==> src/rtl/line_tool.sv <==
// line_tool: rubber-band Bresenham line generator streaming one pixel per clock
module line_tool #(
  parameter int WIDTH = 640,
  parameter int HEIGHT = 480,
  parameter int COLOR_WIDTH = 3,
  parameter logic [COLOR_WIDTH-1:0] COLOR_NONE = '0
) (
  input  logic                       clk,
  input  logic                       reset,
  input  logic                       enable,
  input  logic [$clog2(WIDTH)-1:0]   cursor_x,
  input  logic [$clog2(HEIGHT)-1:0]  cursor_y,
  input  logic [COLOR_WIDTH-1:0]     input_color,
  output logic [$clog2(WIDTH)-1:0]   pixel_x,
  output logic [$clog2(HEIGHT)-1:0]  pixel_y,
  output logic [COLOR_WIDTH-1:0]     pixel_color,
  output logic                       pixel_valid,
  output logic                       busy
);
  localparam int XW = $clog2(WIDTH);
  localparam int YW = $clog2(HEIGHT);
  localparam int CW = (XW > YW ? XW : YW) + 2;
  typedef enum logic [1:0] {IDLE, ANCHOR, SETUP, DRAW} state_t;
  state_t state_q, state_d;
  logic [XW-1:0] x0_q, x0_d, x1_q, x1_d, x_q, x_d, pixel_x_q, pixel_x_d;
  logic [YW-1:0] y0_q, y0_d, y1_q, y1_d, y_q, y_d, pixel_y_q, pixel_y_d;
  logic [COLOR_WIDTH-1:0] color_q, color_d, pixel_color_q, pixel_color_d;
  logic signed [CW-1:0] dx_q, dx_d, dy_q, dy_d, err_q, err_d, e2;
  logic sx_q, sx_d, sy_q, sy_d, pixel_valid_q, pixel_valid_d, busy_q, busy_d;
  logic step_x, step_y;
  assign pixel_x = pixel_x_q;
  assign pixel_y = pixel_y_q;
  assign pixel_color = pixel_color_q;
  assign pixel_valid = pixel_valid_q;
  assign busy = busy_q;
  // Next-state, Bresenham stepping and registered output values
  always_comb begin
    state_d = state_q;
    x0_d = x0_q;
    y0_d = y0_q;
    x1_d = x1_q;
    y1_d = y1_q;
    x_d = x_q;
    y_d = y_q;
    color_d = color_q;
    dx_d = dx_q;
    dy_d = dy_q;
    err_d = err_q;
    sx_d = sx_q;
    sy_d = sy_q;
    pixel_x_d = pixel_x_q;
    pixel_y_d = pixel_y_q;
    pixel_color_d = COLOR_NONE;
    pixel_valid_d = 1'b0;
    e2 = err_q <<< 1;
    step_x = e2 >= dy_q;
    step_y = e2 <= dx_q;
    case (state_q)
      IDLE: if (enable) begin
        x0_d = cursor_x;
        y0_d = cursor_y;
        color_d = input_color;
        state_d = ANCHOR;
      end
      ANCHOR: if (!enable) begin
        x1_d = cursor_x;
        y1_d = cursor_y;
        state_d = SETUP;
      end
      SETUP: begin
        sx_d = x0_q < x1_q;
        sy_d = y0_q < y1_q;
        dx_d = sx_d ? CW'(x1_q) - CW'(x0_q) : CW'(x0_q) - CW'(x1_q);
        dy_d = sy_d ? CW'(y0_q) - CW'(y1_q) : CW'(y1_q) - CW'(y0_q);
        err_d = dx_d + dy_d;
        x_d = x0_q;
        y_d = y0_q;
        state_d = DRAW;
      end
      DRAW: begin
        pixel_x_d = x_q;
        pixel_y_d = y_q;
        pixel_color_d = color_q;
        pixel_valid_d = 1'b1;
        if (x_q == x1_q && y_q == y1_q) state_d = IDLE;
        else begin
          err_d = err_q + (step_x ? dy_q : CW'(0)) + (step_y ? dx_q : CW'(0));
          x_d = step_x ? (sx_q ? x_q + XW'(1) : x_q - XW'(1)) : x_q;
          y_d = step_y ? (sy_q ? y_q + YW'(1) : y_q - YW'(1)) : y_q;
        end
      end
      default: state_d = IDLE;
    endcase
    busy_d = state_d == SETUP || state_q == SETUP || state_q == DRAW;
  end
  // State and output registers; reset abandons any line in progress at once
  always_ff @(posedge clk or posedge reset) begin
    if (reset) begin
      state_q <= IDLE;
      x0_q <= '0;
      y0_q <= '0;
      x1_q <= '0;
      y1_q <= '0;
      x_q <= '0;
      y_q <= '0;
      color_q <= COLOR_NONE;
      dx_q <= '0;
      dy_q <= '0;
      err_q <= '0;
      sx_q <= 1'b0;
      sy_q <= 1'b0;
      pixel_x_q <= '0;
      pixel_y_q <= '0;
      pixel_color_q <= COLOR_NONE;
      pixel_valid_q <= 1'b0;
      busy_q <= 1'b0;
    end else begin
      state_q <= state_d;
      x0_q <= x0_d;
      y0_q <= y0_d;
      x1_q <= x1_d;
      y1_q <= y1_d;
      x_q <= x_d;
      y_q <= y_d;
      color_q <= color_d;
      dx_q <= dx_d;
      dy_q <= dy_d;
      err_q <= err_d;
      sx_q <= sx_d;
      sy_q <= sy_d;
      pixel_x_q <= pixel_x_d;
      pixel_y_q <= pixel_y_d;
      pixel_color_q <= pixel_color_d;
      pixel_valid_q <= pixel_valid_d;
      busy_q <= busy_d;
    end
  end
endmodule

==> config.mk <==
export PLATFORM = sky130hd
export DESIGN_NAME = line_tool
export DESIGN_NICKNAME = d
export VERILOG_FILES = /design/src/rtl/line_tool.sv
export SDC_FILE = /design/constraint.sdc
export NUM_CORES = 1
export LEC_CHECK = 0
export CORE_ASPECT_RATIO = 1.25
export CORE_UTILIZATION = 56
export CTS_CLUSTER_DIAMETER = 150
export CTS_CLUSTER_SIZE = 10
export DETAILED_ROUTE_END_ITERATION = 10
export PLACE_DENSITY = 0.73
export REMOVE_ABC_BUFFERS = 1
export SLEW_MARGIN = 10
export SYNTH_ARGS = -nofsm -noshare
export SYNTH_HDL_FRONTEND = slang
export SYNTH_SLANG_ARGS = --single-unit
==> constraint.sdc <==
create_clock -name clk -period 11.5 [get_ports clk]
set_input_delay 1.725 -clock clk [delete_from_list [all_inputs] [get_ports clk]]
set_output_delay 1.725 -clock clk [all_outputs]
set_load 0.02 [all_outputs]
Yosys cells after proc, flatten, opt, wreduce, memory -nomap -nowiden
Index checks and enable logic that the tools add are counted.
Cells by class
  add/sub/neg operators: 11
  magnitude comparators: 4
  equal/unequal tests: 9
  muxes and demuxes: 20
  bitwise logic cells: 1
  reductions and logical operators: 10
Operators with widths (count)
  $mux 12: 5
  $add 12x12->12: 3
  $mux 10: 3
  $mux 9: 3
  $pmux 12 s2: 1
  $sub 10x10->11: 2
  $pmux 10 s2: 1
  $sub 9x9->10: 2
  $pmux 9 s2: 1
  $ge 12x12->1: 1
  $le 12x12->1: 1
  $add 10x1->10 const B: 1
  $eq 10x10->1: 1
  $lt 10x10->1: 1
  $sub 10x1->10 const B: 1
  $add 9x1->9 const B: 1
  $eq 9x9->1: 1
  $lt 9x9->1: 1
  $sub 9x1->9 const B: 1
  $pmux 2 s4: 1
  $eq 2x2->1 const B: 3
  $mux 2: 3
  $ne 2x2->1 const B: 3
  $reduce_and 2->1: 3
  9 further kinds: 11
Storage, ports and cells
  flip-flop bits (word level): 124
  input port bits: 25
  logic and storage cells: 73

Longest topological paths before layout
  word-level depth: 7
  mapped depth: 21

Worst setup path before layout
No wires, ideal clock.
  kind: register -> register
  start point: register err_q[7]
  end point: register err_q[10]
  setup time: 0.139 ns
  data arrival time: 3.853 ns
  setup slack: 7.508 ns
  cell stages (with the launch flop): 17
  buffers on the path: 1
  clock period less this slack: 3.992 ns
  path through: dfrtp_1 -> ha_1 -> a211oi_1 -> nor2_1 -> nor4b_1 -> a21o_1 -> clkbuf_1 -> and2_1 -> fa_1 -> ha_1 -> a21o_1 -> a21oi_1 -> o21ai_0 -> o41ai_1 -> o21ai_0 -> xnor2_1 -> o221ai_1
On the way
  word-level cells in the longest chain between the ends: 6
  elaborated cells between the ends (all ways): 8
  those cells by class: add/sub (2); order compare (2); mux (4)
Ends and longest elaborated chain
  start: declaration: line 28  | logic signed [CW-1:0] dx_q, dx_d, dy_q, dy_d, err_q, err_d, e2;
  start signal: assignment: line 128  | err_q <= err_d;
  $ge 12x12->1: line 56  | step_x = e2 >= dy_q;
  $mux 12: line 87  | err_d = err_q + (step_x ? dy_q : CW'(0)) + (step_y ? dx_q : CW'(0));
  $add 12x12->12: line 87
  $add 12x12->12 (*): line 87
  $mux 12 (*): line 85  | if (x_q == x1_q && y_q == y1_q) state_d = IDLE;
  $pmux 12 s2 (*): line 58  | case (state_q)
Mark *: on every way between the ends. The rest lies on a longest branch, timed or not. The select of a mux whose other input is x is not followed.
A chain may end at the register's enable or synchronous reset.

Worst setup path after layout
  start point: register x0_q[6]
  end point: register err_q[9]
On the way
  word-level cells in the longest chain between the ends: 4
  elaborated cells between the ends (all ways): 6
  those cells by class: add/sub (3); order compare (1); mux (2)
Ends and longest elaborated chain
  start: declaration: line 25  | logic [XW-1:0] x0_q, x0_d, x1_q, x1_d, x_q, x_d, pixel_x_q, pixel_x_d;
  start signal: assignment: line 100  | x0_q <= '0;
  start signal: assignment: line 119  | x0_q <= x0_d;
  $sub 10x10->11 / $lt 10x10->1 (equally long branches): line 73, 71
  $mux 12 (*): line 73  | dx_d = sx_d ? CW'(x1_q) - CW'(x0_q) : CW'(x0_q) - CW'(x1_q);
  $add 12x12->12 (*): line 75  | err_d = dx_d + dy_d;
  $pmux 12 s2 (*): line 58
Mark *: on every way between the ends. The rest lies on a longest branch, timed or not.

==> flow_summary.yaml <==
run_status:
  outcome: "completed"
setup_path:
  critical-path-top-delay-family: "compound AO/OA/AOI/OAI gates"
  slowest_stage: "sky130_fd_sc_hd__mux2i_1"
  worst-r2r-setup-slack_ps: 7090
  worstSetupPathType: "reg2reg"
  cp-start-kind: "flip-flop"
  worst-endpoint-required_ps: 11850
  critPathMaxStageDelay_ps: 510
  critical_register_to_register_path_startpoint: "x0_q[6]$_DFFE_PP0P_"
  crit_buf_inv: 3
  reg2regPathDepth: 18
  timing.critical_path.depth: 18
  cp_data_arrival_time_ps: 4770
  crit_fanout: 13
  startpoint: "x0_q[6]$_DFFE_PP0P_"
  worst_setup_path_endpoint: "err_q[9]$_DFFE_PP0P_"
  endpoint_kind: "flip-flop"
  reg2reg_capture_point: "err_q[9]$_DFFE_PP0P_"
  crit_chain: "inv_1 > ha_1 > a211oi_1 > o21bai_1 > o21ai_1 > o21ai_1 > buf_4 > mux2i_1 > inv_1 > ha_1 > a21o_1 > a211oi_1 > o21ai_0 > o311ai_0 > o21ai_0 > xor2_1 > nand2_1 > a21oi_1"
yosys:
  netlist_top_cells_count: "sky130_fd_sc_hd__nand2_1 (166), sky130_fd_sc_hd__dfrtp_1 (120), sky130_fd_sc_hd__ha_1 (94)"
  flip_flop_and_latch_count_after_synthesis: 120
  synth.cell_area_mm2: 0.00882
  synth.most_common_cell: "sky130_fd_sc_hd__nand2_1"
  synth_async_sr_flop_share_pct: 100
  synth_top_flop_cell: "sky130_fd_sc_hd__dfrtp_1"
  synth_largest_area_cell: "sky130_fd_sc_hd__dfrtp_1"
  post-synth-top-area-fraction_pct: 34.1
  number_of_synthesized_flops_with_an_enable_pin: 0
  synth_seq_area_share_pct: 34.1
  synth.area.top_cells: "sky130_fd_sc_hd__dfrtp_1 (34%), sky130_fd_sc_hd__ha_1 (13%), sky130_fd_sc_hd__nand2_1 (7.1%)"
  netlist_instances: 1019
  synth.lib_cells_used.distinct: 61
  post_synth.cell_area_avg_um2: 8.65
  yosys_warnings: 0
sta:
  finalClockSkew_ps: 11.2
  worst_hold_slack_ps: 472
  finalWorstPathRequiredPeriod_ps: 4410
  rsz0062_at_grt: "false"
  timing_hold_violations_final: 0
  maxSlewViolCount: 0
  timing.final.crit_share_pct: 38.4
  maxSlewHeadroom_pct: 31.6
  maximum_clock_rate_mhz: 227
  max_slew.worst_pin.slew_ps: 1030
  setup_violations_final: 0
  setup_tns_ps: 0
global_route:
  grt_use_met2_pct: 46.2
  first_global_vias: 7195
  grt_busiest_layer: "met2"
  grt.overflow.total: 0
  largest_net_degree_at_the_start_of_global_routing: 78
  globalRouteTotalUtil_pct: 27.6
  grtUsageMet3_pct: 3.71
  met1_usage_pct: 36.3
  grt_antenna_before_repair: 0
  wire_length_of_the_first_global_routing_pass_um: 34900
clock_tree:
  numClockSinks: 120
  hold_buffers: 0
  htree_levels: 4
  cts_setup_buffers: 0
  post_cts.resized_instances: 0
  insertion_delay_ps: 430
  clock_tree.root_cell: "sky130_fd_sc_hd__clkbuf_16"
  clk_pin_slew_ps: 60
  cts_tree: "done"
  cts_buffers: 17
  max-clock-path-buffers: 2
floorplan:
  io_pins: 49
  initial_standard_cell_utilization_of_the_core_pct: 58.0
  fp.dieArea_mm2: 0.0163
  die_w_um: 114
  rows: 50
  die-height_um: 142
  core_region_area_mm2: 0.0152
drt:
  final_antenna_net_count: 0
  post_detailed_route_wirelength_per_cell_um: 16.1
  detail_route.vias_per_cell: 5.56
  totalWireLength_um: 20600
  drt_first_pass_iters: 5
  first_iter_violations: 354
  post_route_drc: 0
  dr_total_vias: 7105
finish:
  sequential_cell_area_mm2: 0.00300
  antennaDiodeCount: 0
  layout_overhead_on_the_synthesized_area_pct: 14.8
  multiInputGateArea_mm2: 0.00534
  drive_gt1_share_pct: 6.26
  nets: 1195
  layout.filler_cells: 1264
placed_design:
  placement.io_buffers: 48
  hpwlAfterDp_um: 15000
  gp_routability_congestion: 0.905
flow_run:
  max-cap-violations: 0
min_path:
  hp-class: "reg2reg"
[cell type report]
cell class	count	share of cell area (%)
Clock buffer	21	4.75
Clock inverter	11	1.43
Sequential cell	120	29.7
Timing Repair Buffer	57	5.41
Tap cell	208	2.57
Multi-Input combinational cell	771	52.8
Inverter	91	3.40
[per-layer routing]
metal / up-vias / wire (um)
met5: - / 0
met3: 30 / 555
li1: 3530 / -
met4: 0 / 479
met1: 3429 / 9560
met2: 116 / 9970
[worst min-delay path by stage]
stage	to	depth (start not counted)	slack (ps)	start
after floorplan	sx_q$_DFFE_PP0P_	2	450	sx_q$_DFFE_PP0P_
after global placement	pixel_x[2]$_DFFE_PP0P_	2	460	pixel_x[2]$_DFFE_PP0P_
after detailed placement	pixel_y[5]$_DFFE_PP0P_	2	460	pixel_y[5]$_DFFE_PP0P_
after CTS	pixel_y[1]$_DFFE_PP0P_	2	480	pixel_y[1]$_DFFE_PP0P_
after global routing	pixel_y[0]$_DFFE_PP0P_	2	490	pixel_y[0]$_DFFE_PP0P_
final	pixel_y[1]$_DFFE_PP0P_	2	470	pixel_y[1]$_DFFE_PP0P_
[sequential cells by signal, summed over array words and instances (netlist names), 9 cells and up]
register  cells
dx_q         11
dy_q         10
err_q        11
pixel_x      10
pixel_y       9
x0_q         10
x1_q         10
x_q          10
y0_q          9
y1_q          9
y_q           9
[worst reg2reg max path: stages, from the launching register on]
cell and delay, ps:
sky130_fd_sc_hd__dfrtp_1 370, sky130_fd_sc_hd__inv_1 70, sky130_fd_sc_hd__ha_1 500, sky130_fd_sc_hd__a211oi_1 150, sky130_fd_sc_hd__o21bai_1 230, sky130_fd_sc_hd__o21ai_1 140, sky130_fd_sc_hd__o21ai_1 130, sky130_fd_sc_hd__buf_4 230
sky130_fd_sc_hd__mux2i_1 520, sky130_fd_sc_hd__inv_1 110, sky130_fd_sc_hd__ha_1 310, sky130_fd_sc_hd__a21o_1 190, sky130_fd_sc_hd__a211oi_1 330, sky130_fd_sc_hd__o21ai_0 140, sky130_fd_sc_hd__o311ai_0 190, sky130_fd_sc_hd__o21ai_0 250
sky130_fd_sc_hd__xor2_1 200, sky130_fd_sc_hd__nand2_1 110, sky130_fd_sc_hd__a21oi_1 170
[logic make-up after synthesis]
kind of cell	Yosys count	share of synthesized area [%]
simple gates	316	15.9
fa+ha+maj	112	17.4
mux	33	3.97
compound gates	243	16.5
buf+inv	128	5.49
xor+xnor	67	6.66
flops	120	34.1
[metrics by stage]
stage          cells  worst slack, ps  util, %  area (um2)
3_3_place_gp    1247             7080     62.5        9500
3_5_place_dp    1247             7080     62.5        9500
5_1_grt         1279             6680     66.6       10100
6_report        1279             7090     66.6       10100
2_1_floorplan    982             6590        -        8670
4_1_cts         1279             7060     66.6       10100
[cells in the final DEF (no fill, tap or decap), types with 5 or more instances in the layout]
cell and instances:
sky130_fd_sc_hd__a21oi_1 68, sky130_fd_sc_hd__clkbuf_16 17, sky130_fd_sc_hd__and2_1 21, sky130_fd_sc_hd__nand4_1 6, sky130_fd_sc_hd__and3_1 6, sky130_fd_sc_hd__xor2_1 30, sky130_fd_sc_hd__a21o_1 10, sky130_fd_sc_hd__nand3_1 9
sky130_fd_sc_hd__mux2i_1 20, sky130_fd_sc_hd__nor2_1 56, sky130_fd_sc_hd__fa_1 18, sky130_fd_sc_hd__nand2_1 165, sky130_fd_sc_hd__clkdlybuf4s50_1 48, sky130_fd_sc_hd__o41ai_1 5, sky130_fd_sc_hd__inv_1 88, sky130_fd_sc_hd__nor4_1 6
sky130_fd_sc_hd__o21bai_1 7, sky130_fd_sc_hd__ha_1 94, sky130_fd_sc_hd__o21a_1 9, sky130_fd_sc_hd__dfrtp_1 120, sky130_fd_sc_hd__xnor2_1 37, sky130_fd_sc_hd__o21ai_1 36, sky130_fd_sc_hd__buf_4 9, sky130_fd_sc_hd__nor2b_1 14
sky130_fd_sc_hd__nor3_1 14, sky130_fd_sc_hd__mux2_2 11, sky130_fd_sc_hd__a211oi_1 6, sky130_fd_sc_hd__o21ai_0 68, sky130_fd_sc_hd__nand2b_1 6
Power is not shown: default switching activity piles up to over one toggle a cycle in this logic, so the estimate is an artifact.
